### config.mk
export PLATFORM = sky130hd
export DESIGN_NAME = input_buffer_sched
export DESIGN_NICKNAME = d
export VERILOG_FILES = /design/src/rtl/ibuf_pkg.sv /design/src/rtl/ibuf_bank_tracker.sv /design/src/rtl/input_buffer_sched.sv
export SDC_FILE = /design/constraint.sdc
export NUM_CORES = 1
export LEC_CHECK = 0
export ABC_AREA = 0
export BUFFER_PORTS_ARGS = -buffer_cell sky130_fd_sc_hd__buf_4
export CORE_ASPECT_RATIO = 0.9
export CORE_UTILIZATION = 45
export CTS_BUF_LIST = sky130_fd_sc_hd__clkbuf_16
export DETAILED_ROUTE_END_ITERATION = 8
export PLACE_DENSITY = 0.81
export SYNTH_ARGS = -nofsm -noshare
export SYNTH_HDL_FRONTEND = slang
export SYNTH_SLANG_ARGS = --single-unit
### constraint.sdc
create_clock -name clk -period 2.6 [get_ports clk]
set_clock_uncertainty 0.05 [all_clocks]
set_input_delay 0.65 -clock clk [delete_from_list [all_inputs] [get_ports clk]]
set_output_delay 0.65 -clock clk [all_outputs]
set_load 0.005 [all_outputs]
### src/rtl/ibuf_pkg.sv
// ibuf_pkg: shared types and helpers for the input buffer ping-pong scheduler.
//   bank_state_t : lifecycle of one buffer bank (EMPTY -> FILLING -> FULL -> DRAINING)
//   rd_state_t   : read-side sequencer states
//   bank_addr()  : packs {bank, index} into a buffer address of a given width
package ibuf_pkg;

    localparam int DEF_DATA_WIDTH = 32;
    localparam int DEF_ADDR_WIDTH = 10;

    typedef enum logic [1:0] {
        EMPTY    = 2'd0,
        FILLING  = 2'd1,
        FULL     = 2'd2,
        DRAINING = 2'd3
    } bank_state_t;

    typedef enum logic {
        R_IDLE  = 1'b0,
        R_DRAIN = 1'b1
    } rd_state_t;

    // Bank select lands on bit addr_w-1; index bits above the bank field are masked off.
    // Callers size-cast the 32-bit result down to their address width.
    function automatic logic [31:0] bank_addr(input logic        bank,
                                              input logic [31:0] index,
                                              input int unsigned addr_w);
        logic [31:0] idx_mask;
        idx_mask = (32'd1 << (addr_w - 32'd1)) - 32'd1;
        return ({31'd0, bank} << (addr_w - 32'd1)) | (index & idx_mask);
    endfunction

endpackage

### src/rtl/ibuf_bank_tracker.sv
// ibuf_bank_tracker: two-entry bank state array plus the write (wb) and read (rb) bank pointers.
// Ports:
//   clk, rst      clock, asynchronous active-high reset
//   flush         synchronous clear back to the reset state
//   set_filling   first beat of a frame accepted into bank[wb]
//   set_full      last beat of a frame accepted: bank[wb] FULL, wb toggles
//   set_draining  read pass started on bank[rb]
//   set_empty     last read issued: bank[rb] EMPTY, rb toggles
//   wb, rb        current pointers
//   wb_state      state of bank[wb]
//   rb_state      state of bank[rb]
module ibuf_bank_tracker
    import ibuf_pkg::*;
(
    input  logic        clk,
    input  logic        rst,
    input  logic        flush,
    input  logic        set_filling,
    input  logic        set_full,
    input  logic        set_draining,
    input  logic        set_empty,
    output logic        wb,
    output logic        rb,
    output bank_state_t wb_state,
    output bank_state_t rb_state
);

    bank_state_t bank_r [0:1];
    logic        wb_r;
    logic        rb_r;

    // Bank state and pointer update. The write side only ever touches bank[wb] while it is
    // EMPTY/FILLING and the read side only bank[rb] while FULL/DRAINING, so the two updates
    // never target the same entry and both take effect in the same cycle.
    always_ff @(posedge clk or posedge rst) begin
        if (rst) begin
            bank_r[0] <= EMPTY;
            bank_r[1] <= EMPTY;
            wb_r      <= 1'b0;
            rb_r      <= 1'b0;
        end else if (flush) begin
            bank_r[0] <= EMPTY;
            bank_r[1] <= EMPTY;
            wb_r      <= 1'b0;
            rb_r      <= 1'b0;
        end else begin
            // A one-word frame is both first and last beat: FULL takes priority.
            if (set_full) begin
                bank_r[wb_r] <= FULL;
                wb_r         <= ~wb_r;
            end else if (set_filling) begin
                bank_r[wb_r] <= FILLING;
            end else begin
                wb_r <= wb_r;
            end

            if (set_empty) begin
                bank_r[rb_r] <= EMPTY;
                rb_r         <= ~rb_r;
            end else if (set_draining) begin
                bank_r[rb_r] <= DRAINING;
            end else begin
                rb_r <= rb_r;
            end
        end
    end

    assign wb       = wb_r;
    assign rb       = rb_r;
    assign wb_state = bank_r[wb_r];
    assign rb_state = bank_r[rb_r];

endmodule

### src/rtl/input_buffer_sched.sv
// input_buffer_sched: ping-pong scheduler for the inference input buffer.
// The loader stream fills one bank while the compute engine drains the other.
// Ports:
//   clk, rst                    clock, asynchronous active-high reset
//   flush                       synchronous abandon of all frames
//   s_valid/s_ready/s_data      loader word stream
//   buf_wr_en/addr/data         registered buffer write port ({bank, index})
//   frame_avail                 a FULL bank is waiting and the read side is idle
//   frame_start                 compute requests a read pass (honoured only with frame_avail)
//   buf_rd_en/addr              buffer read issue ({bank, index})
//   m_valid/m_last              buffer read data valid (1 cycle after issue) / last word
//   rd_busy                     read pass in progress
module input_buffer_sched
    import ibuf_pkg::*;
#(
    parameter int DATA_WIDTH = DEF_DATA_WIDTH,
    parameter int ADDR_WIDTH = DEF_ADDR_WIDTH,
    parameter int FRAME_LEN  = 2 ** (ADDR_WIDTH - 1)
) (
    input  logic                  clk,
    input  logic                  rst,
    input  logic                  flush,
    input  logic                  s_valid,
    output logic                  s_ready,
    input  logic [DATA_WIDTH-1:0] s_data,
    output logic                  buf_wr_en,
    output logic [ADDR_WIDTH-1:0] buf_wr_addr,
    output logic [DATA_WIDTH-1:0] buf_wr_data,
    output logic                  frame_avail,
    input  logic                  frame_start,
    output logic                  buf_rd_en,
    output logic [ADDR_WIDTH-1:0] buf_rd_addr,
    output logic                  m_valid,
    output logic                  m_last,
    output logic                  rd_busy
);

    localparam int IDX_W = ADDR_WIDTH - 1;
    localparam logic [IDX_W-1:0] LAST_IDX = IDX_W'(FRAME_LEN - 1);
    localparam logic [IDX_W-1:0] IDX_ONE  = IDX_W'(1);

    logic                  wb_s;
    logic                  rb_s;
    bank_state_t           wb_state_s;
    bank_state_t           rb_state_s;

    logic [IDX_W-1:0]      wcnt_r;
    logic [IDX_W-1:0]      rcnt_r;
    rd_state_t             rd_state_r;
    rd_state_t             rd_state_nxt_s;

    logic                  s_ready_s;
    logic                  accept_s;
    logic                  last_wr_s;
    logic                  frame_avail_s;
    logic                  start_s;
    logic                  draining_s;
    logic                  last_rd_s;

    logic                  buf_wr_en_r;
    logic [ADDR_WIDTH-1:0] buf_wr_addr_r;
    logic [DATA_WIDTH-1:0] buf_wr_data_r;
    logic                  m_valid_r;
    logic                  m_last_r;
    logic [ADDR_WIDTH-1:0] buf_rd_addr_s;

    ibuf_bank_tracker u_tracker (
        .clk          (clk),
        .rst          (rst),
        .flush        (flush),
        .set_filling  (accept_s),
        .set_full     (last_wr_s),
        .set_draining (start_s),
        .set_empty    (last_rd_s),
        .wb           (wb_s),
        .rb           (rb_s),
        .wb_state     (wb_state_s),
        .rb_state     (rb_state_s)
    );

    // Handshake and bank-transition strobes derived from registered state.
    always_comb begin
        s_ready_s     = 1'b0;
        accept_s      = 1'b0;
        last_wr_s     = 1'b0;
        frame_avail_s = 1'b0;
        start_s       = 1'b0;
        draining_s    = 1'b0;
        last_rd_s     = 1'b0;

        s_ready_s     = ((wb_state_s == EMPTY) || (wb_state_s == FILLING)) && !flush;
        accept_s      = s_valid && s_ready_s;
        last_wr_s     = accept_s && (wcnt_r == LAST_IDX);
        frame_avail_s = (rd_state_r == R_IDLE) && (rb_state_s == FULL);
        // flush wins over a same-cycle start so nothing survives the clear.
        start_s       = frame_start && frame_avail_s && !flush;
        draining_s    = (rd_state_r == R_DRAIN);
        last_rd_s     = draining_s && (rcnt_r == LAST_IDX) && !flush;
    end

    // Read FSM next-state.
    always_comb begin
        rd_state_nxt_s = rd_state_r;
        case (rd_state_r)
            R_IDLE: begin
                if (start_s) begin
                    rd_state_nxt_s = R_DRAIN;
                end else begin
                    rd_state_nxt_s = R_IDLE;
                end
            end
            R_DRAIN: begin
                if (last_rd_s) begin
                    rd_state_nxt_s = R_IDLE;
                end else begin
                    rd_state_nxt_s = R_DRAIN;
                end
            end
            default: begin
                rd_state_nxt_s = R_IDLE;
            end
        endcase
    end

    // Read FSM state register.
    always_ff @(posedge clk or posedge rst) begin
        if (rst) begin
            rd_state_r <= R_IDLE;
        end else if (flush) begin
            rd_state_r <= R_IDLE;
        end else begin
            rd_state_r <= rd_state_nxt_s;
        end
    end

    // Write index: wraps at FRAME_LEN-1, not at the power-of-two boundary.
    always_ff @(posedge clk or posedge rst) begin
        if (rst) begin
            wcnt_r <= '0;
        end else if (flush) begin
            wcnt_r <= '0;
        end else if (last_wr_s) begin
            wcnt_r <= '0;
        end else if (accept_s) begin
            wcnt_r <= wcnt_r + IDX_ONE;
        end else begin
            wcnt_r <= wcnt_r;
        end
    end

    // Read index: advances every drain cycle and sits at 0 while idle.
    always_ff @(posedge clk or posedge rst) begin
        if (rst) begin
            rcnt_r <= '0;
        end else if (flush) begin
            rcnt_r <= '0;
        end else if (draining_s && !last_rd_s) begin
            rcnt_r <= rcnt_r + IDX_ONE;
        end else begin
            rcnt_r <= '0;
        end
    end

    // Registered buffer write port; address/data read as 0 when no write is issued.
    always_ff @(posedge clk or posedge rst) begin
        if (rst) begin
            buf_wr_en_r   <= 1'b0;
            buf_wr_addr_r <= '0;
            buf_wr_data_r <= '0;
        end else if (flush) begin
            buf_wr_en_r   <= 1'b0;
            buf_wr_addr_r <= '0;
            buf_wr_data_r <= '0;
        end else if (accept_s) begin
            buf_wr_en_r   <= 1'b1;
            buf_wr_addr_r <= ADDR_WIDTH'(bank_addr(wb_s, 32'(wcnt_r), ADDR_WIDTH));
            buf_wr_data_r <= s_data;
        end else begin
            buf_wr_en_r   <= 1'b0;
            buf_wr_addr_r <= '0;
            buf_wr_data_r <= '0;
        end
    end

    // Read-data qualifiers trail the issue by the buffer's one-cycle read latency.
    always_ff @(posedge clk or posedge rst) begin
        if (rst) begin
            m_valid_r <= 1'b0;
            m_last_r  <= 1'b0;
        end else if (flush) begin
            m_valid_r <= 1'b0;
            m_last_r  <= 1'b0;
        end else begin
            m_valid_r <= draining_s;
            m_last_r  <= last_rd_s;
        end
    end

    // Read address decoded from the state/counter registers; held at 0 while idle.
    always_comb begin
        buf_rd_addr_s = '0;
        if (draining_s) begin
            buf_rd_addr_s = ADDR_WIDTH'(bank_addr(rb_s, 32'(rcnt_r), ADDR_WIDTH));
        end else begin
            buf_rd_addr_s = '0;
        end
    end

    assign s_ready     = s_ready_s;
    assign buf_wr_en   = buf_wr_en_r;
    assign buf_wr_addr = buf_wr_addr_r;
    assign buf_wr_data = buf_wr_data_r;
    assign frame_avail = frame_avail_s;
    assign buf_rd_en   = draining_s;
    assign buf_rd_addr = buf_rd_addr_s;
    assign m_valid     = m_valid_r;
    assign m_last      = m_last_r;
    assign rd_busy     = draining_s;

endmodule
==> metrics.txt <==
# TYPE chip_impl_metric gauge
chip_impl_metric{name="firstDrtPassIters",unit=""} 4
chip_impl_info{name="critical_path.endpoint_type",value="flop"} 1
chip_impl_info{name="critical_path.reg2reg.startpoint",value="wcnt_r[0]$_DFFE_PP0P_"} 1
chip_impl_metric{name="floorplan.die.height",unit="um"} 77.1
chip_impl_metric{name="post_cts_hold_buffers",unit=""} 0
chip_impl_metric{name="cp_data_required_time",unit="ns"} 2.79
chip_impl_metric{name="grt_max_degree",unit=""} 47
chip_impl_metric{name="yosysWarningCount",unit=""} 0
chip_impl_info{name="crit-reg2reg-capture",value="wcnt_r[5]$_DFFE_PP0P_"} 1
chip_impl_metric{name="antenna_found_initial",unit=""} 0
chip_impl_info{name="ys_top_cells_by_area",value="sky130_fd_sc_hd__dfrtp_1 (62%), sky130_fd_sc_hd__and2_1 (11%), sky130_fd_sc_hd__nor2_1 (2.3%)"} 1
chip_impl_metric{name="routedWlPerCell",unit="um"} 13.0
chip_impl_metric{name="total_negative_slack",unit="ns"} 0
chip_impl_info{name="synth_largest_area_cell",value="sky130_fd_sc_hd__dfrtp_1"} 1
chip_impl_info{name="final_cell_mix",value="sky130_fd_sc_hd__buf_4 (95), sky130_fd_sc_hd__dfrtp_1 (70), sky130_fd_sc_hd__and2_1 (50), sky130_fd_sc_hd__nor2_1 (17), sky130_fd_sc_hd__inv_1 (10)"} 1
chip_impl_info{name="status",value="finished, final reports clean"} 1
chip_impl_metric{name="clock.fmax",unit="MHz"} 429
chip_impl_metric{name="internal_power",unit="mW"} 2.23
chip_impl_metric{name="synth.yosys.seq_area_share",unit=""} 0.621
chip_impl_info{name="rsz0062_at_grt",value="no"} 1
chip_impl_metric{name="timing_max_transition_violations_final",unit=""} 0
chip_impl_metric{name="synth_largest_type_area_fraction",unit=""} 0.621
chip_impl_metric{name="grtUsageTotal",unit=""} 0.182
chip_impl_metric{name="postSynthNetCount",unit=""} 281
chip_impl_metric{name="worst-path-max-fanout",unit=""} 10
chip_impl_metric{name="drt_wl_total",unit="mm"} 5.37
chip_impl_metric{name="ys_seq_elements",unit=""} 70
chip_impl_metric{name="fin_crit",unit="ns"} 2.33
chip_impl_metric{name="synthesis.instances",unit=""} 240
chip_impl_metric{name="drc_viols",unit=""} 0
chip_impl_metric{name="final_net_count",unit=""} 379
chip_impl_info{name="layout_commonest_cell",value="sky130_fd_sc_hd__buf_4"} 1
chip_impl_metric{name="clock_group_share_of_total_power",unit=""} 0.531
chip_impl_metric{name="first_global_vias",unit=""} 1976
chip_impl_metric{name="floorplan.initialDensity",unit=""} 0.482
chip_impl_metric{name="power.combinational.fraction",unit=""} 0.056
chip_impl_metric{name="io_buffer_count",unit=""} 95
chip_impl_metric{name="postRouteAntennaNets",unit=""} 0
chip_impl_metric{name="post_synthesis_to_final_layout_area_growth",unit="%"} 40.2
chip_impl_metric{name="cts_buffers",unit=""} 9
chip_impl_metric{name="share_of_layout_cells_above_drive_strength_1",unit=""} 0.348
chip_impl_metric{name="worst_setup_hold_path_clk_slew",unit="ns"} 0.05
chip_impl_metric{name="insertion_delay_of_the_later_clocked_pin_in_the_worst_skew_pair",unit="ns"} 0.32
chip_impl_metric{name="seqPwrFrac",unit=""} 0.412
chip_impl_metric{name="grt_first_pass_wirelength",unit="mm"} 9.18
chip_impl_metric{name="power.density_cell_area",unit="mW/mm^2"} 690
chip_impl_metric{name="hold_viol_final",unit=""} 0
chip_impl_metric{name="fp.dieW",unit="um"} 85.5
chip_impl_metric{name="final.period_utilization",unit=""} 0.896
chip_impl_metric{name="leakage_component_of_the_power",unit="nW"} 2.02
chip_impl_metric{name="netSwitchingPower",unit="mW"} 0.501
chip_impl_info{name="worst-setup-path-type",value="flop to flop"} 1
chip_impl_metric{name="floorplan.rows",unit=""} 26
chip_impl_metric{name="holdWs",unit="ns"} 0.334
chip_impl_metric{name="clockBufferDepth",unit=""} 2
chip_impl_metric{name="drv_cap",unit=""} 0
chip_impl_metric{name="reg2reg_setup_slack",unit="ns"} 0.27
chip_impl_metric{name="setup_viol",unit=""} 0
chip_impl_metric{name="netlist-cell-type-count",unit=""} 38
chip_impl_metric{name="cts_setup_buffers",unit=""} 0
chip_impl_metric{name="tightest_slew",unit="ns"} 0.549
chip_impl_metric{name="async_flop_share",unit=""} 1.00
chip_impl_metric{name="cts_htree_levels",unit=""} 3
chip_impl_info{name="synth_flop_cell",value="sky130_fd_sc_hd__dfrtp_1"} 1
chip_impl_info{name="critPathLaunchType",value="flop"} 1
chip_impl_metric{name="via_count",unit=""} 1979
chip_impl_metric{name="crit_arrival",unit="ns"} 2.52
chip_impl_info{name="clock_tree.root_cell",value="sky130_fd_sc_hd__clkbuf_16"} 1
chip_impl_info{name="tritoncts",value="yes"} 1
chip_impl_metric{name="post-dp-hpwl",unit="mm"} 3.75
chip_impl_metric{name="swShare",unit=""} 0.184
chip_impl_metric{name="n_fill_cell",unit=""} 450
chip_impl_metric{name="syn_area_per_cell",unit="um^2"} 11.8
chip_impl_metric{name="dieArea",unit="mm^2"} 0.00659
chip_impl_metric{name="clock_sink_count",unit=""} 70
chip_impl_info{name="hold_path_class",value="input pin to asynchronous set/reset pin"} 1
chip_impl_metric{name="grt_overflow_total",unit=""} 0
chip_impl_metric{name="detail_route.iter0.violations",unit=""} 79
chip_impl_metric{name="top_level_ports",unit=""} 96
chip_impl_metric{name="antennaDiodeCount",unit=""} 0
chip_impl_metric{name="timing.max_slew.rel_slack",unit=""} 0.634
chip_impl_metric{name="cts_resized",unit=""} 0
chip_impl_metric{name="synth_enable_flop_cells",unit=""} 0
chip_impl_metric{name="final_weighted_congestion_in_routability_driven_placement",unit=""} 0.804
chip_impl_metric{name="route.detailed.vias_per_inst",unit=""} 4.80
chip_impl_metric{name="power.ir.vdd_worst",unit="mV"} 0.676
chip_impl_metric{name="worst-r2r-cell-count",unit=""} 8
chip_impl_metric{name="core-area",unit="mm^2"} 0.00586
chip_impl_metric{name="netlist_area_before_placement",unit="mm^2"} 0.00282
==> critical path: stages (launching register included) <==
cell                      delay, ns
sky130_fd_sc_hd__dfrtp_1       0.45
sky130_fd_sc_hd__ha_1          0.29
sky130_fd_sc_hd__and3_1        0.18
sky130_fd_sc_hd__and3_1        0.18
sky130_fd_sc_hd__ha_1          0.26
sky130_fd_sc_hd__or3b_4        0.44
sky130_fd_sc_hd__nor2_8        0.16
sky130_fd_sc_hd__nand4_1       0.11
sky130_fd_sc_hd__mux2i_1       0.12
==> metrics by stage <==
step                      std cells  power [mW]  worst slack (ns)   util  instance area (um^2)
final                           412        2.73             0.271  0.675                  3960
after global routing            412        2.82            0.0605  0.675                  3960
after CTS                       412        2.76             0.282  0.675                  3960
after detailed placement        397        1.30             0.304  0.614                  3590
after global placement          397        1.30             0.357  0.614                  3590
after floorplan                 240        1.21             0.132      -                  2820
==> per-layer routing <==
metal | vias to the layer above | track usage | wire length, um
met5 | - | 0 | 0
met4 | 0 | 0.0683 | 53
met3 | 6 | 0.0700 | 387
met2 | 72 | 0.294 | 2620
met1 | 915 | 0.222 | 2310
li1 | 986 | - | -
==> cell type report <==
class | count | area [um^2] | share of cell area
Clock buffer | 9 | 225 | 0.0569
Clock inverter | 6 | 135 | 0.0342
Inverter | 11 | 41.3 | 0.0104
Multi-Input combinational cell | 150 | 981 | 0.248
Sequential cell | 70 | 1750 | 0.443
Tap cell | 70 | 87.6 | 0.0221
Timing Repair Buffer | 96 | 733 | 0.185
==> power groups by stage <==
stage	Clock [mW]	Combinational, mW	Sequential (mW)
after detailed placement	0	0.157	1.14
after global routing	1.52	0.172	1.13
after global placement	0	0.154	1.14
after CTS	1.48	0.158	1.12
final	1.45	0.154	1.12
after floorplan	0	0.0615	1.15
==> sequential cells by signal, indices dropped and copies added (netlist names) <==
name / flops
buf_wr_data: 32
buf_wr_addr: 10
rcnt_r: 9
wcnt_r: 9
u_tracker.bank_r: 4
buf_rd_en: 1
buf_wr_en: 1
m_last: 1
m_valid: 1
u_tracker.rb: 1
u_tracker.wb: 1
==> how the worst max path moves through the flow <==
stage,startpoint,end,slack [ns],cells past startpoint
floorplan,rst,buf_rd_en$_DFF_PP0_,0.13,1
finish,wcnt_r[0]$_DFFE_PP0P_,wcnt_r[5]$_DFFE_PP0P_,0.27,8
global route,wcnt_r[0]$_DFFE_PP0P_,wcnt_r[3]$_DFFE_PP0P_,0.06,8
detailed placement,wcnt_r[0]$_DFFE_PP0P_,wcnt_r[5]$_DFFE_PP0P_,0.30,8
CTS,wcnt_r[0]$_DFFE_PP0P_,wcnt_r[5]$_DFFE_PP0P_,0.28,8
global placement,wcnt_r[0]$_DFFE_PP0P_,wcnt_r[5]$_DFFE_PP0P_,0.36,8
==> kinds of logic (layout without fill, tap and decap cells) <==
kind of cell	Yosys count	after routing	synth area share
and+or+nand+nor	112	112	0.238
DFF	70	70	0.621
AOI/OAI and AO/OA	22	22	0.0506
buffers and inverters	20	122	0.0315
xor gates and xnor gates	7	7	0.0217
muxes	5	5	0.0195
adders and majority gates	4	4	0.0177
==> synthesized netlist by cell type (4+ instances only) <==
library cell               count
sky130_fd_sc_hd__o21ai_0       7
sky130_fd_sc_hd__dfrtp_1      70
sky130_fd_sc_hd__a21oi_1       5
sky130_fd_sc_hd__xnor2_1       4
sky130_fd_sc_hd__and3_1        8
sky130_fd_sc_hd__nand3_1       9
sky130_fd_sc_hd__nor3_1        8
sky130_fd_sc_hd__nand2_1       7
sky130_fd_sc_hd__ha_1          4
sky130_fd_sc_hd__clkbuf_1      5
sky130_fd_sc_hd__nor2_1       17
sky130_fd_sc_hd__inv_1        11
sky130_fd_sc_hd__and2_1       50
sky130_fd_sc_hd__mux2i_1       4
Power figures use the tool's default switching activity.
